## src/rtl/fetch_unit.sv

```systemverilog
// Instruction fetch unit: single-outstanding imem requests feeding a small in-order buffer.
// Optional `FETCH_PERF_COUNT_EN adds a consumed-instruction counter on fetch_count.
module fetch_unit #(
    parameter logic [31:0] RESET_PC  = 32'h0000_0000,
    parameter int          BUF_DEPTH = 2
) (
    input  logic        clk,
    input  logic        reset_n,
    output logic        imem_req,
    output logic [31:0] imem_addr,
    input  logic        imem_ready,
    input  logic        imem_rvalid,
    input  logic [31:0] imem_rdata,
    output logic        instr_valid,
    input  logic        instr_ready,
    output logic [31:0] instr,
    output logic [31:0] instr_pc,
    output logic [3:0]  opcode,
    input  logic        branch_taken,
    input  logic [31:0] branch_target,
    output logic [31:0] fetch_count
);

    localparam int PTR_W = (BUF_DEPTH > 1) ? $clog2(BUF_DEPTH) : 1;
    localparam int CNT_W = $clog2(BUF_DEPTH + 1);

    typedef enum logic [1:0] {IDLE, FETCH, WAIT, STALL} state_e;

    typedef struct packed {
        logic [31:0] word;
        logic [31:0] pc;
    } entry_t;

    state_e             state_q, state_d;
    logic [31:0]        pc_q, pc_d;
    logic [31:0]        req_addr_q, req_addr_d;
    logic               discard_q, discard_d;
    logic [CNT_W-1:0]   count_q, count_d, count_nxt;
    logic [PTR_W-1:0]   rd_ptr_q, rd_ptr_d, wr_ptr_q, wr_ptr_d;
    entry_t             buf_q [BUF_DEPTH];
    entry_t             head;
    logic               accept, push, pop;

    function automatic logic [PTR_W-1:0] ptr_inc(input logic [PTR_W-1:0] p);
        return (p == PTR_W'(BUF_DEPTH - 1)) ? '0 : p + PTR_W'(1);
    endfunction

    // A discard in flight counts as the one outstanding request, so it blocks issue.
    assign imem_req    = (state_q == FETCH) && !discard_q && (count_q < CNT_W'(BUF_DEPTH));
    assign imem_addr   = pc_q;
    assign accept      = imem_req && imem_ready;
    assign instr_valid = (count_q != '0);
    assign pop         = instr_valid && instr_ready;
    assign push        = (state_q == WAIT) && imem_rvalid && !discard_q && !branch_taken;

    assign head     = buf_q[rd_ptr_q];
    assign instr    = instr_valid ? head.word : '0;
    assign instr_pc = instr_valid ? head.pc : '0;
    assign opcode   = instr[31:28];

    always_comb begin
        // NOTE: every variable gets a default first so no path can infer a latch.
        state_d    = state_q;
        pc_d       = pc_q;
        req_addr_d = req_addr_q;
        discard_d  = discard_q;
        rd_ptr_d   = pop ? ptr_inc(rd_ptr_q) : rd_ptr_q;
        wr_ptr_d   = push ? ptr_inc(wr_ptr_q) : wr_ptr_q;
        count_nxt  = count_q;
        if (push && !pop) count_nxt = count_q + CNT_W'(1);
        if (pop && !push) count_nxt = count_q - CNT_W'(1);
        count_d    = count_nxt;

        unique case (state_q)
            IDLE:  state_d = FETCH;
            FETCH: begin
                if (accept) begin
                    state_d    = WAIT;
                    pc_d       = pc_q + 32'd4;
                    req_addr_d = pc_q;
                end
            end
            WAIT: begin
                if (imem_rvalid)
                    state_d = (count_nxt < CNT_W'(BUF_DEPTH)) ? FETCH : STALL;
            end
            STALL: begin
                if (count_nxt < CNT_W'(BUF_DEPTH)) state_d = FETCH;
            end
            default: state_d = IDLE;
        endcase

        if (discard_q && imem_rvalid) discard_d = 1'b0;

        // Redirect wins over everything: flush, retarget, and poison whatever is in flight.
        if (branch_taken) begin
            state_d   = FETCH;
            pc_d      = branch_target & ~32'h3;
            count_d   = '0;
            rd_ptr_d  = '0;
            wr_ptr_d  = '0;
            discard_d = accept
                     || ((state_q == WAIT) && !imem_rvalid)
                     || (discard_q && !imem_rvalid);
        end
    end

    always_ff @(posedge clk or negedge reset_n) begin
        // NOTE: sequential state uses non-blocking assignments so all registers update together.
        if (!reset_n) begin
            state_q    <= IDLE;
            pc_q       <= RESET_PC;
            req_addr_q <= RESET_PC;
            discard_q  <= 1'b0;
            count_q    <= '0;
            rd_ptr_q   <= '0;
            wr_ptr_q   <= '0;
        end else begin
            state_q    <= state_d;
            pc_q       <= pc_d;
            req_addr_q <= req_addr_d;
            discard_q  <= discard_d;
            count_q    <= count_d;
            rd_ptr_q   <= rd_ptr_d;
            wr_ptr_q   <= wr_ptr_d;
        end
    end

    // NOTE: buffer storage has no reset; outputs are gated by instr_valid instead.
    always_ff @(posedge clk) begin
        if (push) buf_q[wr_ptr_q] <= '{word: imem_rdata, pc: req_addr_q};
    end

`ifdef FETCH_PERF_COUNT_EN
    logic [31:0] fetch_count_q;

    always_ff @(posedge clk or negedge reset_n) begin
        if (!reset_n)  fetch_count_q <= '0;
        else if (pop)  fetch_count_q <= fetch_count_q + 32'd1;
    end

    assign fetch_count = fetch_count_q;
`else
    assign fetch_count = '0;
`endif

endmodule

```

## config.mk

```make
export PLATFORM = sky130hd
export DESIGN_NAME = fetch_unit
export DESIGN_NICKNAME = d
export VERILOG_FILES = /design/src/rtl/fetch_unit.sv
export SDC_FILE = /design/constraint.sdc
export NUM_CORES = 1
export LEC_CHECK = 0
export BUFFER_PORTS_ARGS = -buffer_cell sky130_fd_sc_hd__buf_2
export CORE_MARGIN = 2
export CORE_UTILIZATION = 53
export DETAILED_ROUTE_END_ITERATION = 10
export PLACE_DENSITY = 0.79
export SLEW_MARGIN = 25
export SYNTH_ARGS = -nofsm -noshare
export SYNTH_HDL_FRONTEND = slang
export SYNTH_SLANG_ARGS = --single-unit
```

## constraint.sdc

```tcl
create_clock -name clk -period 5.9 [get_ports clk]
set_clock_uncertainty 0.2 [all_clocks]
set_input_delay 1.18 -clock clk [delete_from_list [all_inputs] [get_ports clk]]
set_output_delay 1.18 -clock clk [all_outputs]
set_load 0.01 [all_outputs]
```

Word-level counts from Yosys, hierarchy flattened. Memories as Yosys holds them, arrays and structs flattened. Index checks and enable logic that the tools add are counted. Widths: inputs -> output; s select.

Bitwise operators: 0. Multipliers: 0. Equality and inequality tests: 6. Order comparisons: 2. Reductions and logical operators: 29. Shifts and indexed selects: 0. Div/mod/pow operators: 0. Add/subtract/negate cells: 5. Muxes and demuxes: 24.

Operators with widths (number): $mux 32 (5); $add 32x3->32 const B (1); $mux 2 (8); $logic_and 1x1->1 (12); $reduce_bool 2->1 (6); $mux 1 (10); $ne 3x3->1 const B (3); $pmux 2 s4 (1); $logic_not 1->1 (5); $eq 2x2->1 const B (2); $lt 2x2->1 const B (2); $reduce_and 2->1 (2); $reduce_and 3->1 (1); $add 1x1->1 const B (2); $add 2x1->2 const B (1); $eq 2x1->1 const B (1); $logic_not 2->1 (1); $logic_or 1x1->1 (2); $sub 2x1->2 const B (1).

Memory bits (writable): 128. Input port bits: 70. Bits in registers: 71. ROM bits: 0. Memories kept: 1. Output and inout port bits: 134. Latch bits: 0.

Memory list: buf_q (depth 2, bits a word 64, rd ports 1, clocked after memory_dff 0, write ports 1, RTL line 40) `entry_t buf_q [BUF_DEPTH];`.

Longest topological paths before layout.
Depth in word-level cells: 12. Depth in mapped cells: 8.

Worst setup path after synthesis. Ideal clock, no wire load.

Kind: input to register. From: input branch_taken. To: memory buf_q[0][10] in the netlist's numbering (enable). Data arrival time: 4118 ps. Stages on the path: 3. Setup slack: 1100 ps. Path through: nand4bb_1 -> clkbuf_1 -> nor2_1.

Longest elaborated chain between the ends: 4.

RTL lines: from (decl) (RTL line 19) `input logic branch_taken,`; $logic_not 1->1 (RTL line 54) `assign push = (state_q == WAIT) && imem_rvalid && !discard_q && !branch_taken;`; $logic_and 1x1->1 (RTL line 54); $mux 1 (RTL line 131) `if (push) buf_q[wr_ptr_q] <= '{word: imem_rdata, pc: req_addr_q};`; $mux 1 (not written as such) (RTL line 131); to (decl) (RTL line 40).

No other way between the ends.

Final worst setup path.
From: register count_q[1]. To: output instr[31].

Longest elaborated chain between the ends: 2.

RTL lines: from (decl) (RTL line 38) `logic [CNT_W-1:0] count_q, count_d, count_nxt;`; from (signal assigned) (RTL line 123) `count_q <= count_d;`; $reduce_bool 2->1 (RTL line 52) `assign instr_valid = (count_q != '0);`; $mux 32 (RTL line 57) `assign instr = instr_valid ? head.word : '0;`; to (decl) (RTL line 16) `output logic [31:0] instr,`.

No other way between the ends.

==> reports/results.md <==
- finished clean — status
- register to primary output — Setup CP Type
- 5 — number of iterations in the first detailed-routing pass
- 0.5422 — Starting Density
- 40 — Unique masters post-synth
- 10.84 mm — placed wire-length estimate
- 16.76 um — mean routed wirelength per cell
- 0.453 — sequential power share
- 165 — number of port buffers
- count_q[1] — worst setup path startpoint
- multiplexers — main combinational cell family by area after synthesis
- 25.05 mm — wire length of the first global-routing pass
- 70 — largest net degree at the start of global routing
- 0 — number of post-CTS setup repair buffers
- 2.22 ns — data arrival time of the critical path
- 0.02651 — area fraction in compound gates after synthesis
- 0 — total global routing overflow
- 336 — 1st-iter DRT viols
- state_q[0] — reg2reg end
- 0 — initial antenna violation count
- req_addr_q[13] — worst min-delay path startpoint
- 0 — antenna-violating nets left
- 4.52 ns — Worst EP required
- sky130_fd_sc_hd__buf_2 — commonest non-fill, non-tap cell in the layout
- 0.07 ns — Reg clk slew, reported paths
- 410.8 nW/um^2 — power density over the cells
- 0.2775 GHz — fmax
- 128.5 um — die height
- 128.5 um — horizontal die dimension
- 191 — flip-flop and latch count after synthesis
- 5021 — vias in the first global route
- 0.6356 — utilization of the core after routing
- 0.8907 ns — Worst-Margin Slew
- 2 — number of buffers on the longest clock path
- 5.306 — Via density
- 0 — max capacitance violation total
- 0 ns — sum of negative setup slack
- 4 — H-Tree Level Count
- 45 — number of core rows
- 0 — yosys warns
- 204 — number of ports placed on the die boundary
- 0 — diode count
- instr[31] — end of the critical path
- 0.8124 — placer congestion estimate
- register — startpoint type of the worst setup path
- 16.06 mm — wire length reported by the detailed router
- 0.271 — share of power burned in the clock network
- 0.276 — proportion of power drawn by combinational gates
- built — clock tree from TritonCTS
- 0 — hold-fix buffer count after cts
- primary output — type of element capturing the critical path
- 13.69 sq um — average footprint of a synthesized cell
- 0 — post-CTS resize count
- 0.3156 — share of cells above drive strength 1
- 600 — number of instances in the synthesized netlist
- 8 — path depth of the worst reg2reg path
- sky130_fd_sc_hd__edfxtp_1 — most frequently used flop master after synthesis
- 0 — final number of setup-violating endpoints
- 8212 sq um — Cell Area, Synth
- 0.3508 — share of flip-flops with an asynchronous set or reset
- 124 — number of enable flip-flop cells after synthesis
- 0.6576 — share of synthesized area occupied by flip-flops and latches
- 0 — Max Transition Viols Final
- 0.03520 — XOR/XNOR Fraction of Synth Area
- 0.0002562 V — maximum VDD drop
- 832 — nets
- 0.1228 — mux cell area share after synthesis
- 0.6107 — post-route fraction of the period consumed by the critical path
- 16510 sq um — die area
- 15150 sq um — core area
- 0.007618 — Post-Synth Adder-Cell Area
- 5083 — Via Count
- 2.89 ns — flop2flop setup slack
- 3.603 ns — final critical-path required period
- 0.4062 — max-slew headroom at the worst pin
- 0 — count of final hold-check violations
- 17 — TritonCTS buffer count
- 0.3063 — Sw Ratio
- 0.42 ns — Clock Latency Late Sink
- 191 — TritonCTS sink count
- false — RSZ-0062 raised after global routing
- count_q[1] — launch instance of the worst register-to-register path
- 50 — highest net fanout along the worst path
- sky130_fd_sc_hd__clkbuf_16 — cell at the root of the clock tree
- 17.23% — growth of design area from synthesis to finish
- 0 — DRC violation count after routing
- 0.002744 W — Pint
- register to register — class of the tightest hold or removal check
- 0.09218 — post-synthesis simple-gate area fraction
- sky130_fd_sc_hd__buf_2, sky130_fd_sc_hd__edfxtp_1, sky130_fd_sc_hd__nor2_1, sky130_fd_sc_hd__dfrtp_1, sky130_fd_sc_hd__mux2i_1 — most used cells in the layout excluding fill and tap cells
- 0 — hold-critical path depth
- 0.1973 — gr usage total
- 0.001211 W — Net Sw Power
- 3.912 nW — static power due to leakage
routing by layer:
| metal | vias up | routed length [um] | GRT usage |
|---|---|---|---|
| met1 | 2495 | 6749 | 0.2616 |
| met2 | 199 | 7849 | 0.3276 |
| met3 | 23 | 1221 | 0.04200 |
| met5 | - | 0 | 0 |
| li1 | 2366 | - | - |
| met4 | 0 | 239 | 0.06658 |
how the worst min path moves through the flow:
stage              endpoint
6_report       buf_q[1][13]
5_1_grt         buf_q[0][4]
4_1_cts        buf_q[1][13]
3_5_place_dp   buf_q[1][13]
3_3_place_gp   buf_q[0][14]
2_1_floorplan  buf_q[0][10]
stage by stage:
stage          hold slack (ns)  std cells  power (W)  cell area (sq um)  setup WS (ns)
5_1_grt                 0.2853        958   0.004164               9627          2.152
2_1_floorplan           0.2382        635   0.002551               8343          1.100
3_5_place_dp            0.2561        925   0.002918               9039          1.768
4_1_cts                 0.2655        957   0.003985               9597          2.200
6_report                0.2627        958   0.003955               9627          2.297
3_3_place_gp            0.2474        925   0.002863               9039          1.843
cells in the mapped netlist, types with 2 or more instances:
cell	count	area [sq um]
sky130_fd_sc_hd__buf_2	12	60.06
sky130_fd_sc_hd__edfxtp_1	124	3724
sky130_fd_sc_hd__and2_1	2	12.51
sky130_fd_sc_hd__mux2_2	30	337.8
sky130_fd_sc_hd__mux2i_1	64	640.6
sky130_fd_sc_hd__ha_1	5	62.56
sky130_fd_sc_hd__xnor2_1	11	96.34
sky130_fd_sc_hd__clkbuf_1	16	60.06
sky130_fd_sc_hd__nand4_1	10	62.56
sky130_fd_sc_hd__nor2_1	69	259.0
sky130_fd_sc_hd__inv_1	11	41.29
sky130_fd_sc_hd__buf_4	40	300.3
sky130_fd_sc_hd__mux2_4	2	30.03
sky130_fd_sc_hd__nor4_2	2	25.02
sky130_fd_sc_hd__nand2_1	40	150.1
sky130_fd_sc_hd__and3_1	8	50.05
sky130_fd_sc_hd__dfrtp_1	67	1677
sky130_fd_sc_hd__nor4_1	2	12.51
sky130_fd_sc_hd__o21ai_1	3	15.01
sky130_fd_sc_hd__nor3_1	2	10.01
sky130_fd_sc_hd__o211ai_1	2	15.01
sky130_fd_sc_hd__nand3_1	9	45.04
sky130_fd_sc_hd__o21ai_0	29	145.1
sky130_fd_sc_hd__xor2_1	22	192.7
sky130_fd_sc_hd__and4_1	3	26.28
cell families (layout without fill, tap and decap cells):
| family | count (synthesis) | in the layout |
|---|---|---|
| compound gates | 39 | 39 |
| xor+xnor | 33 | 33 |
| fa+ha+maj | 5 | 5 |
| buf+inv | 80 | 215 |
| flops | 191 | 191 |
| mux | 96 | 96 |
| other cells | 1 | 36 |
| simple gates | 155 | 155 |
layout make-up:
| type | count | area (sq um) |
|---|---|---|
| clock buffer | 23 | 469.2 |
| clock inverter | 9 | 88.84 |
| fill | 1149 | 5519 |
| inverter | 11 | 41.29 |
| multi-input combinational | 364 | 2487 |
| sequential | 191 | 5404 |
| tap | 188 | 235.2 |
| timing repair buffer | 172 | 900.9 |
power by group through the flow:
stage / combinational, W / sequential, W / clock [W]
after floorplan: 0.000787 / 0.00176 / 0
after global placement: 0.00101 / 0.00185 / 0
after detailed placement: 0.00105 / 0.00187 / 0
after CTS: 0.00105 / 0.00184 / 0.00109
after global routing: 0.00120 / 0.00182 / 0.00115
final: 0.00109 / 0.00179 / 0.00107
worst max-delay path, cell delays in order, from the launching register on:
cell	delay [ns]
sky130_fd_sc_hd__dfrtp_1	0.41
sky130_fd_sc_hd__inv_1	0.12
sky130_fd_sc_hd__ha_2	0.40
sky130_fd_sc_hd__buf_4	0.51
sky130_fd_sc_hd__nor2_1	0.15
sky130_fd_sc_hd__buf_2	0.17
sequential cells by signal, summed over array words and instances, names as in the netlist:
name and cells:
buf_q 124, req_addr_q 30, state_q 2, imem_addr 30
rd_ptr_q 1, wr_ptr_q 1, discard_q 1, count_q 2
No activity file was read; power rests on OpenSTA's default activity.
